File: config.mk
export PLATFORM = sky130hd
export DESIGN_NAME = sprite_stream_reader
export DESIGN_NICKNAME = d
export VERILOG_FILES = /design/src/rtl/sprite_stream_reader.sv
export SDC_FILE = /design/constraint.sdc
export NUM_CORES = 1
export LEC_CHECK = 0
export ABC_AREA = 1
export BUFFER_PORTS_ARGS = -buffer_cell sky130_fd_sc_hd__buf_2
export CELL_PAD_IN_SITES_DETAIL_PLACEMENT = 2
export CELL_PAD_IN_SITES_GLOBAL_PLACEMENT = 2
export CORE_MARGIN = 10
export CORE_UTILIZATION = 36
export DETAILED_ROUTE_END_ITERATION = 7
export HOLD_SLACK_MARGIN = 0.03
export PLACE_DENSITY = 0.95
export SYNTH_ARGS = -nofsm -noshare
export SYNTH_HDL_FRONTEND = slang
export SYNTH_SLANG_ARGS = --single-unit
File: constraint.sdc
create_clock -name CLK -period 6.3 [get_ports CLK]
set_input_delay 1.26 -clock CLK [delete_from_list [all_inputs] [get_ports CLK]]
set_output_delay 1.26 -clock CLK [all_outputs]
set_load 0.01 [all_outputs]
File: src/rtl/sprite_stream_reader.sv
// Streams one sprite from a 1-cycle-read sprite RAM as row-major pixels over valid/ready, via a small output FIFO.
// Optional horizontal flip: define SPRITE_READER_MIRROR_EN to add the mirror port.
module sprite_stream_reader #(
  parameter int SPRITE_W   = 32,
  parameter int SPRITE_H   = 32,
  parameter int ADDR_W     = 10,
  parameter int DATA_W     = 9,
  parameter int FIFO_DEPTH = 2
) (
  input  logic                        CLK,
  input  logic                        RST_N,
  input  logic                        start,
  output logic                        busy,
  output logic                        done,
  output logic [ADDR_W-1:0]           mem_addr,
  input  logic [DATA_W-1:0]           mem_data,
  output logic [DATA_W-1:0]           pix_data,
  output logic [$clog2(SPRITE_W)-1:0] pix_x,
  output logic [$clog2(SPRITE_H)-1:0] pix_y,
  output logic                        pix_valid,
  input  logic                        pix_ready
`ifdef SPRITE_READER_MIRROR_EN
  ,input logic                        mirror
`endif
);

  localparam int XW = $clog2(SPRITE_W);
  localparam int YW = $clog2(SPRITE_H);
  localparam int PW = (FIFO_DEPTH > 1) ? $clog2(FIFO_DEPTH) : 1;
  localparam int CW = $clog2(FIFO_DEPTH + 1);

  localparam logic [1:0] S_IDLE  = 2'd0;
  localparam logic [1:0] S_RUN   = 2'd1;
  localparam logic [1:0] S_DRAIN = 2'd2;

  typedef struct packed {
    logic [DATA_W-1:0] data;
    logic [XW-1:0]     x;
    logic [YW-1:0]     y;
  } pix_t;

  logic [1:0]    state;
  logic [XW-1:0] x_q, tag_x, col;
  logic [YW-1:0] y_q, tag_y;
  logic          inflight;
  logic [PW-1:0] wr_ptr, rd_ptr;
  logic [CW-1:0] count;
  logic [CW:0]   occ;
  logic          pop, push, issue, last;
  pix_t          fifo_q [FIFO_DEPTH];

  function automatic logic [PW-1:0] ptr_inc(input logic [PW-1:0] p);
    return (p == PW'(FIFO_DEPTH - 1)) ? '0 : p + 1'b1;
  endfunction

  assign pix_valid = (count != '0);
  assign pop       = pix_valid & pix_ready;
  assign push      = inflight;
  assign busy      = (state != S_IDLE);
  assign pix_data  = fifo_q[rd_ptr].data;
  assign pix_x     = fifo_q[rd_ptr].x;
  assign pix_y     = fifo_q[rd_ptr].y;

  // A read is only issued if its data is guaranteed a FIFO slot when it lands next cycle.
  assign occ   = {1'b0, count} + {{CW{1'b0}}, inflight} - {{CW{1'b0}}, pop};
  assign issue = (state == S_RUN) && (occ < (CW+1)'(FIFO_DEPTH));
  assign last  = (x_q == XW'(SPRITE_W - 1)) && (y_q == YW'(SPRITE_H - 1));

`ifdef SPRITE_READER_MIRROR_EN
  logic mirror_q;
  always_ff @(posedge CLK or negedge RST_N) begin
    if (!RST_N)                        mirror_q <= 1'b0;
    else if (state == S_IDLE && start) mirror_q <= mirror;
  end
  // SPRITE_W is a power of 2, so SPRITE_W-1-x is just the bitwise complement.
  assign col = mirror_q ? ~x_q : x_q;
`else
  assign col = x_q;
`endif

  always_ff @(posedge CLK or negedge RST_N) begin
    if (!RST_N) begin
      state    <= S_IDLE;
      x_q      <= '0;
      y_q      <= '0;
      tag_x    <= '0;
      tag_y    <= '0;
      mem_addr <= '0;
      inflight <= 1'b0;
      done     <= 1'b0;
    end else begin
      done     <= 1'b0;
      inflight <= issue;
      case (state)
        S_IDLE: if (start) begin
          state <= S_RUN;
          x_q   <= '0;
          y_q   <= '0;
        end
        S_RUN: if (issue) begin
          mem_addr <= {y_q, col};
          tag_x    <= x_q;
          tag_y    <= y_q;
          x_q      <= x_q + 1'b1;
          if (x_q == XW'(SPRITE_W - 1)) y_q <= y_q + 1'b1;
          if (last) state <= S_DRAIN;
        end
        S_DRAIN: if (count == '0 && !inflight) begin
          state <= S_IDLE;
          done  <= 1'b1;
        end
        default: state <= S_IDLE;
      endcase
    end
  end

  always_ff @(posedge CLK or negedge RST_N) begin
    if (!RST_N) begin
      wr_ptr <= '0;
      rd_ptr <= '0;
      count  <= '0;
      for (int i = 0; i < FIFO_DEPTH; i++) fifo_q[i] <= '0;
    end else begin
      if (push) begin
        fifo_q[wr_ptr] <= {mem_data, tag_x, tag_y};
        wr_ptr         <= ptr_inc(wr_ptr);
      end
      if (pop) rd_ptr <= ptr_inc(rd_ptr);
      if (push && !pop)      count <= count + 1'b1;
      else if (!push && pop) count <= count - 1'b1;
    end
  end

endmodule

==> out/qor.txt, run 1 <==
placed cells: 499
total core area: 0.008134 mm²
CTS Hold Bufs: 0
Critical R2R Capture: y_q[0]$_DFFE_PN0P_
gpl congestion: 0.7666
dpl ws: 2.822 ns
row count: 33
Congestion Overflow GR: 0
Area after DPL: 0.003276 mm²
Post-DP HPWL: 5875 µm
Pwr per Cell Area: 510.4 mW/mm²
Core Util, Final: 0.4322
largest net degree at the start of global routing: 67
initial DRC count: 93
register area: 0.001652 mm²
die height: 111.1 µm
clock skew after layout: 0.008116 ns
final setup TNS: 0 ns
first drt pass iteration count: 4
routed length per placed instance: 17.49 µm
I/O pins: 45
Critical path destination: pix_y[2]
Most Frequent Cell on Critical Path: nand2_1
Routed WL: 9006 µm
vias in the first global route: 2,886
setup violators final: 0
number of remaining DRC errors: 0
Startpoint Class: flip-flop
reg-to-reg startpoint: count[1]$_DFFE_PN0P_
final worst slack: 2.745 ns
CTS Buf Count: 9
Vias: 2,542
commonest non-fill, non-tap cell in the layout: nand2_1
Clock Latency Late Sink: 0.34 ns
fraction of layout instances using a drive strength above 1: 0.1634
Rel. slew slack: 0.2279
die area: 0.01234 mm²
number of synthesized register bits: 66
syn nets: 383
fmax: 281.3 MHz
Hold Path Class: flip-flop to flip-flop
post-route cell area: 0.003516 mm²
Worst Setup SP: rd_ptr$_DFFE_PN0P_
Starting Density: 0.3673
CP Cell Sequence: inv_1 -> nand2_1 -> nand2_1 -> buf_2
most frequent cells in the layout: nand2_1 (150), dfrtp_1 (66), o21ai_0 (49), buf_2 (44), inv_1 (33)
critical path fanouts, max: 20
Worst-path clk slew: 0.08 ns
Seq/Total Area, Yosys: 0.5528
Post-CTS Repair Setup Buffers: 0
Antenna Cells: 0
clock sink count: 66
Final Instance Count excl. Fillers: 515
H-Tree Depth: 3
Yosys warnings: 0
FILL cells: 913
initial antenna violation count: 0
RSZ-0062 raised after global routing: false
DR vias/cell: 4.936
CP max stage delay: 0.90 ns
post-synthesis cell type count: 22
ANT nets after route: 0
Syn Area/Cell: 8.231 µm²
Final Hold Violating Endpoints: 0
Crit. End Element: output pin
Crit-path slowest cell: dfrtp_1
Reg2Reg Setup Slack: 3.50 ns
port bufs: 44
Nets: 425
Worst Reg2Reg Path Length in Cells: 12
footprint of the multi-input gates: 0.001132 mm²
Max VDD drop: 0.1489 mV
GR Util All Layers: 0.1501
Slew Viols, Final: 0
Arr. time, crit path: 2.29 ns
Leak: 0.001894 µW
area grow syn2layout: 17.67%
max_cap viols: 0
post-layout min period: 3.555 ns
die width: 111.1 µm
worst slew pin tran: 1.155 ns
CP required: 5.04 ns
period utilization: 0.5643
cell count after synthesis: 363
global-route wire length before repair: 15,390 µm
CP Class: flip-flop to output pin
status: complete, no violations
clk root buf: clkbuf_8
Cell Area, Synth: 0.002988 mm²
post-CTS resize count: 0
CTS tree: done
maximum buffer depth of the clock tree: 2
## flip-flops by register name, summed over array words and instances (netlist names)
signal and count:
inflight 1, count 2, state 2, wr_ptr 1
rd_ptr 1, done 1, y_q 5, fifo_q 38
mem_addr 10, col 5
## final cells by class
class	count	share of cell area
multi-input cells	248	0.3221
well taps	105	0.03737
inverters	35	0.03772
repair buffers	45	0.06477
clock inverters	7	0.03310
flip-flops and latches	66	0.4698
clock buffers	9	0.03523
## metal layers
metal  vias to the layer above  track usage  part of all wire
met5                         -            0                 0
met4                         0      0.03428            0.0079
met1                      1281       0.1833              0.44
met3                         8      0.04113             0.040
li1                       1216            -                 -
met2                        37       0.2567              0.51
## Yosys cell counts
cell | n | area, µm²
a21oi_1 | 2 | 10.01
buf_2 | 3 | 15.01
buf_6 | 2 | 22.52
clkbuf_1 | 9 | 33.78
clkinv_2 | 1 | 5.000
dfrtp_1 | 66 | 1652
fa_1 | 1 | 20.02
ha_1 | 6 | 75.07
inv_1 | 33 | 123.9
inv_2 | 1 | 3.750
nand2_1 | 150 | 563.0
nand3_1 | 14 | 70.07
nand4_1 | 1 | 6.260
nand4_4 | 1 | 21.27
nor2_1 | 16 | 60.06
nor2_4 | 1 | 11.26
nor3_1 | 1 | 5.000
o21ai_0 | 49 | 245.2
or2_0 | 1 | 6.260
or2_2 | 2 | 12.51
xnor2_1 | 1 | 8.760
xor2_1 | 2 | 17.52
## metrics by stage
stage	power [µW]	hold WS, ns
after global routing	1944	0.5129
after CTS	1824	0.4941
after detailed placement	1358	0.4729
after global placement	1306	0.4629
final	1795	0.4879
after floorplan	1101	0.4491
## worst min-delay path by stage
stage                                 from                     end  slack [ns]  cells after the start
finish                  col[3]$_DFFE_PN0P_      col[3]$_DFFE_PN0P_        0.49                      2
global route        fifo_q[16]$_DFFE_PN0P_  fifo_q[16]$_DFFE_PN0P_        0.51                      2
CTS                     col[3]$_DFFE_PN0P_      col[3]$_DFFE_PN0P_        0.49                      2
detailed placement  fifo_q[23]$_DFFE_PN0P_  fifo_q[23]$_DFFE_PN0P_        0.47                      2
global placement        y_q[3]$_DFFE_PN0P_      y_q[3]$_DFFE_PN0P_        0.46                      2
floorplan               col[3]$_DFFE_PN0P_      col[3]$_DFFE_PN0P_        0.45                      2
## logic make-up (layout without fill, tap and decap cells)
family	after synthesis	after routing	synth area share
fa+ha+maj	7	7	0.03183
buf+inv	49	96	0.06825
simple gates	187	187	0.2529
compound gates	51	51	0.08543
flops	66	66	0.5528
xor+xnor	3	3	0.008796
## power breakdown
part | leakage, µW | total [µW] | internal (µW) | switching (µW)
sequential | 0.000862 | 700 | 571 | 129
clock | 0.000120 | 440 | 263 | 177
combinational | 0.000912 | 654 | 221 | 433
## worst max-delay path: cells and delay by family, from the launching register on
kind          cells  cell delay [ns]
buf+inv           2             0.75
simple gates      2             0.30
flops             1             0.90
Power figures use the tool's default switching activity.
==> run 2, diff against run 1 <==
--- a/config.mk
+++ b/config.mk
@@ -10,10 +10,10 @@
 export CELL_PAD_IN_SITES_DETAIL_PLACEMENT = 2
 export CELL_PAD_IN_SITES_GLOBAL_PLACEMENT = 2
 export CORE_MARGIN = 10
-export CORE_UTILIZATION = 36
+export CORE_UTILIZATION = 33
 export DETAILED_ROUTE_END_ITERATION = 7
 export HOLD_SLACK_MARGIN = 0.03
-export PLACE_DENSITY = 0.95
+export PLACE_DENSITY = 0.9
 export SYNTH_ARGS = -nofsm -noshare
 export SYNTH_HDL_FRONTEND = slang
 export SYNTH_SLANG_ARGS = --single-unit
==> constraint.sdc (replaced) <==
create_clock -name CLK -period 3.55 [get_ports CLK]
set_input_delay 0.71 -clock CLK [delete_from_list [all_inputs] [get_ports CLK]]
set_output_delay 0.71 -clock CLK [all_outputs]
set_load 0.01 [all_outputs]
==> run 2 against run 1 <==
First-iteration DRC count stayed put. Register-to-register slack worse by 2.9 ns. Clock power is 71% higher. Combinational power is 85% higher. Sequential share of layout area is 0.12 points lower. Sequential power is 71% higher. Final cell count is 0.78% higher. Routed wire length is 0.58% higher. Critical endpoint is now y_q[4]$_DFFE_PN0P_. Largest cell class unchanged. Largest power group is now combinational cells.
==> out/qor.txt, run 2 (synthesis gave the netlist of run 1 again) <==
met2 wire length: 4741 µm (+3.2%)
status: complete, no violations
final setup TNS: 0 ns (unchanged)
fmax: 340.4 MHz
commonest non-fill, non-tap cell in the layout: nand2_1
CTS Buf Count: 9 (unchanged)
maximum buffer depth of the clock tree: 2 (unchanged)
Startpoint Class: flip-flop
post-route cell area: 0.003525 mm² (+0.25%)
gpl congestion: 0.7714 (+0.63%)
total core area: 0.008763 mm² (+7.7%)
biggest regs: fifo_q: 38 flops, mem_addr: 10 flops
CP required: 3.79 ns (-1.25 ns)
ANT nets after route: 0 (unchanged)
register area: 0.001652 mm² (unchanged)
RSZ-0062 raised after global routing: false
CTS tree: done
global-route wire length before repair: 15,240 µm (-1.0%)
Pwr per Cell Area: 898.3 mW/mm² (+76%)
Max VDD drop: 0.2842 mV (+91%)
Crit. End Element: flip-flop
Area after DPL: 0.003287 mm² (+0.34%)
initial DRC count: 93 (unchanged)
placed cells: 503 (+0.80%)
Congestion Overflow GR: 0 (unchanged)
FILL cells: 1,030 (+13%)
worst slew pin tran: 1.075 ns (-0.08015 ns)
port bufs: 44 (unchanged)
I/O pins: 45 (unchanged)
vias in the first global route: 2,984 (+3.4%)
setup violators final: 0 (unchanged)
GR Util All Layers: 0.1448 (-0.005351)
die height: 115.2 µm (+3.6%)
Final Hold Violating Endpoints: 0 (unchanged)
clock skew after layout: 0.007495 ns (-0.0006211 ns)
H-Tree Depth: 3 (unchanged)
Rel. slew slack: 0.2815 (+0.05356)
Arr. time, crit path: 3.18 ns (+0.89 ns)
CTS Hold Bufs: 0 (unchanged)
Leak: 0.001897 µW (+0.20%)
number of remaining DRC errors: 0 (unchanged)
critical path fanouts, max: 5 (-75%)
area grow syn2layout: 17.96%
Post-DP HPWL: 6227 µm (+6.0%)
Antenna Cells: 0 (unchanged)
post-CTS resize count: 0 (unchanged)
Post-CTS Repair Setup Buffers: 0 (unchanged)
Final Instance Count excl. Fillers: 519 (+0.78%)
footprint of the multi-input gates: 0.001132 mm² (unchanged)
Hold Path Class: primary input to async pin
Nets: 426 (+0.24%)
Routed WL: 9058 µm (+0.58%)
routed length per placed instance: 17.45 µm (-0.20%)
Met3 Wirelength: 377 µm (+5.3%)
Vias: 2,556 (+0.55%)
Clock Latency Late Sink: 0.35 ns (about the same)
clock sink count: 66 (unchanged)
fraction of layout instances using a drive strength above 1: 0.1655 (+0.002035)
die width: 115.2 µm (+3.6%)
Worst-path clk slew: 0.07 ns (about the same)
largest net degree at the start of global routing: 49 (-27%)
Slew Viols, Final: 0 (unchanged)
max layer used: met4
post-layout min period: 2.938 ns
clk root buf: clkbuf_8
Starting Density: 0.3409 (-0.02638)
Core Util, Final: 0.4022 (-0.03004)
reg-to-reg startpoint: count[1]$_DFFE_PN0P_
Reg2Reg Setup Slack: 0.61 ns (-2.89 ns)
first drt pass iteration count: 4 (unchanged)
CP Class: flip-flop to flip-flop
max_cap viols: 0 (unchanged)
most frequent cells in the layout: nand2_1 (150), dfrtp_1 (66), o21ai_0 (49), buf_2 (44), inv_1 (33)
Worst Reg2Reg Path Length in Cells: 12 (unchanged)
Top reg by flops: fifo_q
initial antenna violation count: 0 (unchanged)
period utilization: 0.8275
max reg flops: 38 (unchanged)
DR vias/cell: 4.925 (-0.22%)
die area: 0.01326 mm² (+7.4%)
row count: 34 (+3.0%)
met1 WL: 3856 µm (-3.1%)
Critical R2R Capture: y_q[4]$_DFFE_PN0P_
[run 2: power by group]
part	total (µW)	internal, µW	switching [µW]
Sequential	1200	1010	186
Combinational	1210	399	814
Clock	753	452	302
Total	3170	1870	1300
[run 2: worst max-delay path by stage]
stage,start,end,cells after the start
2_1_floorplan,pix_ready,y_q[2]$_DFFE_PN0P_,10
3_3_place_gp,pix_ready,y_q[2]$_DFFE_PN0P_,11
3_5_place_dp,pix_ready,y_q[0]$_DFFE_PN0P_,11
4_1_cts,count[1]$_DFFE_PN0P_,y_q[4]$_DFFE_PN0P_,12
5_1_grt,count[1]$_DFFE_PN0P_,y_q[1]$_DFFE_PN0P_,12
6_report,count[1]$_DFFE_PN0P_,y_q[4]$_DFFE_PN0P_,12
[run 2: through the flow]
step	hold WS, ns	power (µW)	worst slack [ns]
after floorplan	0.4144	1954	1.015
after global placement	0.4655	2329	0.6397
after detailed placement	0.4743	2432	0.5377
after CTS	0.2818	3219	0.6277
after global routing	0.3029	3438	0.4084
final	0.2784	3166	0.6123
[run 2: worst max-delay path: stages (launching register included)]
cell     delay (ns)
dfrtp_1        0.43
nor2_1         0.19
inv_1          0.07
nand2_1        0.12
inv_1          0.07
ha_1           0.27
or2_2          0.31
fa_1           0.56
nand3_1        0.15
nand2_1        0.16
nand3_1        0.27
nand2_1        0.17
nand2_1        0.06
[run 2: final cells by class]
class | instances | share of cell area
tap | 108 | 0.03834
clock buffer | 12 | 0.04686
timing repair buffer | 46 | 0.06674
inverter | 35 | 0.03763
multi-input combinational | 248 | 0.3213
clock inverter | 4 | 0.02059
sequential | 66 | 0.4686
[run 2: per-layer routing]
layer | vias up | global-route usage
li1 | 1210 | -
met1 | 1297 | 0.1616
met2 | 37 | 0.2613
met3 | 12 | 0.04219
met4 | 0 | 0.03960
met5 | - | 0
